`src/rtl/riscv_4bit_pkg.sv`:
```
// Shared encodings for the 4-bit RISC-V-style core: opcodes, ALU ops,
// sequencer states and instruction field positions.
package riscv_4bit_pkg;

    localparam int unsigned InstrW = 12;
    localparam int unsigned OpMsb  = 11;
    localparam int unsigned OpLsb  = 8;
    localparam int unsigned RdMsb  = 7;
    localparam int unsigned RdLsb  = 6;
    localparam int unsigned Rs1Msb = 5;
    localparam int unsigned Rs1Lsb = 4;
    localparam int unsigned ImmMsb = 3;
    localparam int unsigned ImmLsb = 0;
    localparam int unsigned Rs2Msb = 1;
    localparam int unsigned Rs2Lsb = 0;

    typedef enum logic [3:0] {
        OpAdd  = 4'h0,
        OpSub  = 4'h1,
        OpAnd  = 4'h2,
        OpOr   = 4'h3,
        OpAddi = 4'h4,
        OpLi   = 4'h5,
        OpBeqz = 4'h6,
        OpJmp  = 4'h7,
        OpHalt = 4'hF
    } opcode_e;

    typedef enum logic [2:0] {
        AluAdd   = 3'd0,
        AluSub   = 3'd1,
        AluAnd   = 3'd2,
        AluOr    = 3'd3,
        AluPassA = 3'd4,
        AluPassB = 3'd5
    } alu_op_e;

    typedef enum logic [2:0] {
        StIdle      = 3'd0,
        StFetch     = 3'd1,
        StDecode    = 3'd2,
        StExecute   = 3'd3,
        StWriteback = 3'd4,
        StPause     = 3'd5,
        StHalt      = 3'd6
    } state_e;

endpackage

```
`src/rtl/riscv_4bit_decoder.sv`:
```
// Combinational opcode decoder: maps the IR opcode field to ALU controls
// and instruction class flags used by the sequencer.
module riscv_4bit_decoder
    import riscv_4bit_pkg::*;
(
    input  logic [3:0] op_i,
    output alu_op_e    alu_op_o,
    output logic       alu_src_imm_o,
    output logic       writes_rd_o,
    output logic       is_branch_o,
    output logic       is_jump_o,
    output logic       is_halt_o,
    output logic       is_illegal_o
);

    always_comb begin
        alu_op_o      = AluAdd;
        alu_src_imm_o = 1'b0;
        writes_rd_o   = 1'b0;
        is_branch_o   = 1'b0;
        is_jump_o     = 1'b0;
        is_halt_o     = 1'b0;
        is_illegal_o  = 1'b0;
        case (op_i)
            OpAdd:  writes_rd_o = 1'b1;
            OpSub: begin
                alu_op_o    = AluSub;
                writes_rd_o = 1'b1;
            end
            OpAnd: begin
                alu_op_o    = AluAnd;
                writes_rd_o = 1'b1;
            end
            OpOr: begin
                alu_op_o    = AluOr;
                writes_rd_o = 1'b1;
            end
            OpAddi: begin
                alu_src_imm_o = 1'b1;
                writes_rd_o   = 1'b1;
            end
            OpLi: begin
                alu_op_o      = AluPassB;
                alu_src_imm_o = 1'b1;
                writes_rd_o   = 1'b1;
            end
            OpBeqz: begin
                alu_op_o    = AluPassA;
                is_branch_o = 1'b1;
            end
            OpJmp:  is_jump_o = 1'b1;
            OpHalt: is_halt_o = 1'b1;
            default: is_illegal_o = 1'b1;
        endcase
    end

endmodule

```
`src/rtl/riscv_4bit_control_fsm.sv`:
```
// Multi-cycle fetch/decode/execute/writeback sequencer for the 4-bit core.
// Owns PC, IR, the retired counter and the sticky illegal flag.
module riscv_4bit_control_fsm
    import riscv_4bit_pkg::*;
#(
    parameter int unsigned PC_W    = 4,
    parameter int unsigned INSTR_W = 12,
    parameter int unsigned CNT_W   = 8
) (
    input  logic               clk,
    input  logic               reset,
    input  logic               start,
    input  logic               step_mode,
    input  logic               step,
    output logic               imem_req,
    output logic [PC_W-1:0]    imem_addr,
    input  logic               imem_ready,
    input  logic [INSTR_W-1:0] imem_rdata,
    output logic [1:0]         rf_raddr1,
    output logic [1:0]         rf_raddr2,
    output logic [1:0]         rf_waddr,
    output logic               rf_we,
    output logic [2:0]         alu_op,
    output logic               alu_src_imm,
    output logic [3:0]         imm,
    input  logic               alu_zero,
    output logic [PC_W-1:0]    pc,
    output logic [2:0]         state,
    output logic               halted,
    output logic               illegal,
    output logic [CNT_W-1:0]   retired
);

    state_e             state_q, state_d;
    logic [PC_W-1:0]    pc_q, pc_d;
    logic [INSTR_W-1:0] ir_q, ir_d;
    logic [CNT_W-1:0]   retired_q, retired_d;
    logic               illegal_q, illegal_d;
    logic               zero_q, zero_d;

    alu_op_e dec_alu_op;
    logic    dec_src_imm;
    logic    dec_writes_rd;
    logic    dec_is_branch;
    logic    dec_is_jump;
    logic    dec_is_halt;
    logic    dec_is_illegal;

    riscv_4bit_decoder u_decoder (
        .op_i          (ir_q[OpMsb:OpLsb]),
        .alu_op_o      (dec_alu_op),
        .alu_src_imm_o (dec_src_imm),
        .writes_rd_o   (dec_writes_rd),
        .is_branch_o   (dec_is_branch),
        .is_jump_o     (dec_is_jump),
        .is_halt_o     (dec_is_halt),
        .is_illegal_o  (dec_is_illegal)
    );

    always_comb begin
        state_d     = state_q;
        pc_d        = pc_q;
        ir_d        = ir_q;
        retired_d   = retired_q;
        illegal_d   = illegal_q;
        zero_d      = zero_q;
        imem_req    = 1'b0;
        rf_we       = 1'b0;
        alu_op      = '0;
        alu_src_imm = 1'b0;
        unique case (state_q)
            StIdle: begin
                if (start) state_d = StFetch;
            end
            StFetch: begin
                imem_req = 1'b1;
                if (imem_ready) begin
                    ir_d    = imem_rdata;
                    state_d = StDecode;
                end
            end
            StDecode: begin
                if (dec_is_halt) begin
                    state_d = StHalt;
                end else if (dec_is_illegal) begin
                    state_d   = StHalt;
                    illegal_d = 1'b1;
                end else begin
                    state_d = StExecute;
                end
            end
            StExecute: begin
                alu_op      = dec_alu_op;
                alu_src_imm = dec_src_imm;
                zero_d      = alu_zero;
                state_d     = StWriteback;
            end
            StWriteback: begin
                // Controls stay valid so the register file sees a stable result on rf_we.
                alu_op      = dec_alu_op;
                alu_src_imm = dec_src_imm;
                rf_we       = dec_writes_rd;
                if (dec_is_jump || (dec_is_branch && zero_q)) begin
                    pc_d = PC_W'(ir_q[ImmMsb:ImmLsb]);
                end else begin
                    pc_d = pc_q + PC_W'(1);
                end
                if (retired_q != '1) retired_d = retired_q + CNT_W'(1);
                state_d = step_mode ? StPause : StFetch;
            end
            StPause: begin
                if (step) state_d = StFetch;
            end
            StHalt: begin
                if (start) begin
                    state_d   = StFetch;
                    pc_d      = '0;
                    retired_d = '0;
                    illegal_d = 1'b0;
                end
            end
            default: state_d = StIdle;
        endcase
    end

    always_ff @(posedge clk) begin
        if (!reset) begin
            state_q   <= StIdle;
            pc_q      <= '0;
            ir_q      <= '0;
            retired_q <= '0;
            illegal_q <= 1'b0;
            zero_q    <= 1'b0;
        end else begin
            state_q   <= state_d;
            pc_q      <= pc_d;
            ir_q      <= ir_d;
            retired_q <= retired_d;
            illegal_q <= illegal_d;
            zero_q    <= zero_d;
        end
    end

    assign imem_addr = pc_q;
    assign pc        = pc_q;
    assign rf_raddr1 = ir_q[Rs1Msb:Rs1Lsb];
    assign rf_raddr2 = ir_q[Rs2Msb:Rs2Lsb];
    assign rf_waddr  = ir_q[RdMsb:RdLsb];
    assign imm       = ir_q[ImmMsb:ImmLsb];
    assign state     = state_q;
    assign halted    = (state_q == StHalt);
    assign illegal   = illegal_q;
    assign retired   = retired_q;

endmodule

```
`config.mk`:
```
export PLATFORM = sky130hd
export DESIGN_NAME = riscv_4bit_control_fsm
export DESIGN_NICKNAME = d
export VERILOG_FILES = /design/src/rtl/riscv_4bit_pkg.sv /design/src/rtl/riscv_4bit_decoder.sv /design/src/rtl/riscv_4bit_control_fsm.sv
export SDC_FILE = /design/constraint.sdc
export NUM_CORES = 1
export LEC_CHECK = 0
export ABC_AREA = 0
export ABC_CLOCK_PERIOD_IN_PS = 2190
export BUFFER_PORTS_ARGS = -buffer_cell sky130_fd_sc_hd__buf_2
export CAP_MARGIN = 20
export CORE_MARGIN = 5
export CORE_UTILIZATION = 49
export DETAILED_ROUTE_END_ITERATION = 8
export PLACE_DENSITY_LB_ADDON = 0.1
export REMOVE_ABC_BUFFERS = 1
export SYNTH_ARGS = -nofsm -noshare
export SYNTH_HDL_FRONTEND = slang
export SYNTH_SLANG_ARGS = --single-unit
export TNS_END_PERCENT = 20
```
`constraint.sdc`:
```
create_clock -name clk -period 2.19 [get_ports clk]
set_clock_uncertainty 0.05 [all_clocks]
set_input_delay 0.3285 -clock clk [delete_from_list [all_inputs] [get_ports clk]]
set_output_delay 0.3285 -clock clk [all_outputs]
set_load 0.005 [all_outputs]
```
==> summary.md <==
| Metric | Value |
|---|---|
| I/O Buffers | 55 |
| Detailed placement HPWL | 2793 um |
| Worst-path fanout max | 16 |
| First-pass GRT wire length | 6141 um |
| Number of H-tree levels | 2 |
| Maxcap violations | 0 |
| Yosys top cell area share | 36.42% |
| GR Util All Layers | a little under a fifth |
| Synth Cell Area | 1594 um2 |
| Hold buffer count at cts | 0 |
| Period utilization | a little over nine tenths |
| Status | finished, final reports clean |
| Die height | 67.04 um |
| Worst-margin pin slew | 0.5254 ns |
| Worst-path clk slew | 0.09 ns |
| Total Wirelength | around 3700 um |
| Worst path cell trace | or3b_4 -> a21oi_2 -> nand2_1 -> nor2_1 -> buf_2 |
| CP arrival | 1.68 ns |
| LEAKAGE | 0.8482 nW |
| Drt wl/cell | 13.33 um |
| Area leader, netlist | dfxtp_1 |
| FMAX | 485.5 MHz |
| Max Slew Vio Count | 0 |
| Final setup viols | 0 |
| Slowest library cell on the worst path | or3b_4 |
| Vias | 1505 |
| Clk_lat worst skew | 0.34 ns |
| Worst min path class | primary input to register |
| Vias in the first global route | 1395 |
| Initial antenna violation count | 0 |
| Final nets | ~260 |
| Setup Slack @ Placement | between 0.2 and 0.3 ns |
| Root buffer cell | clkbuf_4 |
| Post-CTS setup buffers | 0 |
| Final Hold Violating Endpoints | 0 |
| Worst hold slack | ~0.18 ns |
| FP Rows | 20 |
| DRC viols | 0 |
| Clk buf depth | 2 |
| CTS tree | done |
| Crit. End Element | output pin |
| Vias per cell | 5.356 |
| Library cells used by synthesis | 43 |
| Clock period minus worst slack | ~2.1 ns |
| Setup TNS | 0 ns |
| # IOs | 56 |
| Mapped Cells | between 150 and 200 |
| Pwr/cell area | ~540 nW/um2 |
| Core area | around 3100 um2 |
| Most frequent cells in the layout | buf_2, nand2_1, dfxtp_1, a21boi_1 |
| CTS Buf Count | 5 |
| Post-synth EDFFs | 0 |
| Largest net degree at the start of global routing | 26 |
| Total gr overflow | 0 |
| Die Area | 4494 um2 |
| Post-route design area | 1861 um2 |
| Die X | 67.04 um |
| Ys async rst share | 0% |
| Yosys reg bits | 29 |
| Synthesis Warnings | 0 |
| Starting Density | 51.79% |
| Synth area leaders | dfxtp_1, nand2_1, buf_4, a21boi_1, a21oi_1 |
| Worst VDD drop | 384.1 uV |
| Final ANT Viol Nets | 0 |
| Share of layout cells above drive strength 1 | between 20% and 30% |
| DRT iter0 DRCs | 109 |
| Most common cell after layout, fill and taps aside | buf_2 |
| Seq/Total Area, Yosys | 36.42% |
| Max-slew headroom | about two thirds |
| Sink Count | 29 |
| Drt pass-1 iters | 4 |
| Placed inst area | 1795 um2 |
| RSZ-0062 raised after global routing | false |
| Setup slack after layout | roughly 0.13 ns |
| Critical Path Start Type | register |
| GP Congestion | 0.8807 |
| WS Path Type | register to output pin |
| Ant. Diodes | 0 |
| Area growth from synthesis to layout | 16.72% |
| Final Util | 60.45% |
| Largest stage delay on the critical path | around 0.46 ns |
| Top FF cell, synth | dfxtp_1 |
| Mapped Avg Cell Area | 8.175 um2 |
| Crit path required time | roughly 1.8 ns |
[cell type report]
class	instances	area (um2)
Fill cell	302	1217
Clock buffer	7	55.05
Sequential cell	29	584.3
Timing Repair Buffer	58	297.8
Tap cell	44	55.05
Multi-Input combinational cell	142	864.6
Inverter	1	3.754
[kinds of logic after synthesis]
logic type / after synthesis / synth area share (%)
AND/OR/NAND/NOR: 84 / 27.55
AO/OA/AOI/OAI: 49 / 20.56
flip-flops: 29 / 36.42
buffers and inverters: 24 / 9.733
multiplexers: 4 / 2.512
XOR/XNOR: 3 / 1.649
adder cells (fa/ha/maj): 2 / 1.570
[worst max-delay path, delay by kind of cell (launching register included)]
family | cells | cell delay (ns)
simple gates | 3 | 0.64
flops | 1 | 0.40
compound gates | 1 | 0.19
buf+inv | 1 | 0.11
[cells in the mapped netlist (all sizes together), types with 5 or more instances]
cell type / instances
buf: 17
o21ai: 9
a21boi: 17
clkbuf: 6
nand3: 7
and3: 5
dfxtp: 29
nand2: 37
nor2: 6
a21oi: 8
[timing repair]
action,in CTS,in global routing
hold endpoints to repair,0,0
endpoints found under the setup margin,4,4
resized for setup,2,2
[per-layer routing]
layer | GRT usage, % | up-vias | routed length (um)
li1 | - | 754 | -
met1 | 20.37 | 702 | 1548
met2 | 30.67 | 41 | 1905
met3 | 6.745 | 8 | 232
met4 | 8.101 | 0 | 59
met5 | 0 | - | 0
[per-stage QoR]
stage | instances | power [mW]
after detailed placement | 274 | 0.6914
after CTS | 281 | 1.020
after global routing | 281 | 1.069
after global placement | 274 | 0.6865
final | 281 | 1.010
after floorplan | 172 | 0.6309
[power by group]
part           switching (mW)  internal (mW)
logic                  0.0613         0.0556
clock network           0.180          0.151
registers              0.0191          0.543
total                   0.260          0.750
[sequential cells by signal, summed over array words and instances, names as in the netlist]
register	cells
ir_q	12
retired	8
imem_addr	4
state	3
illegal	1
zero_q	1
[final timing paths]
kind	slack, ns	cells after the start	end	from
worst max register to register	0.43	5	retired[5]$_SDFFE_PN0P_	state[0]$_SDFFE_PN0P_
worst max-delay path	0.13	5	alu_op[2]	state[1]$_SDFFE_PN0P_
worst min register to register	0.40	2	ir_q[4]$_SDFFE_PN0P_	ir_q[4]$_SDFFE_PN0P_
worst min-delay path	0.18	3	ir_q[4]$_SDFFE_PN0P_	imem_rdata[4]
No activity file was read; power rests on OpenSTA's default activity.
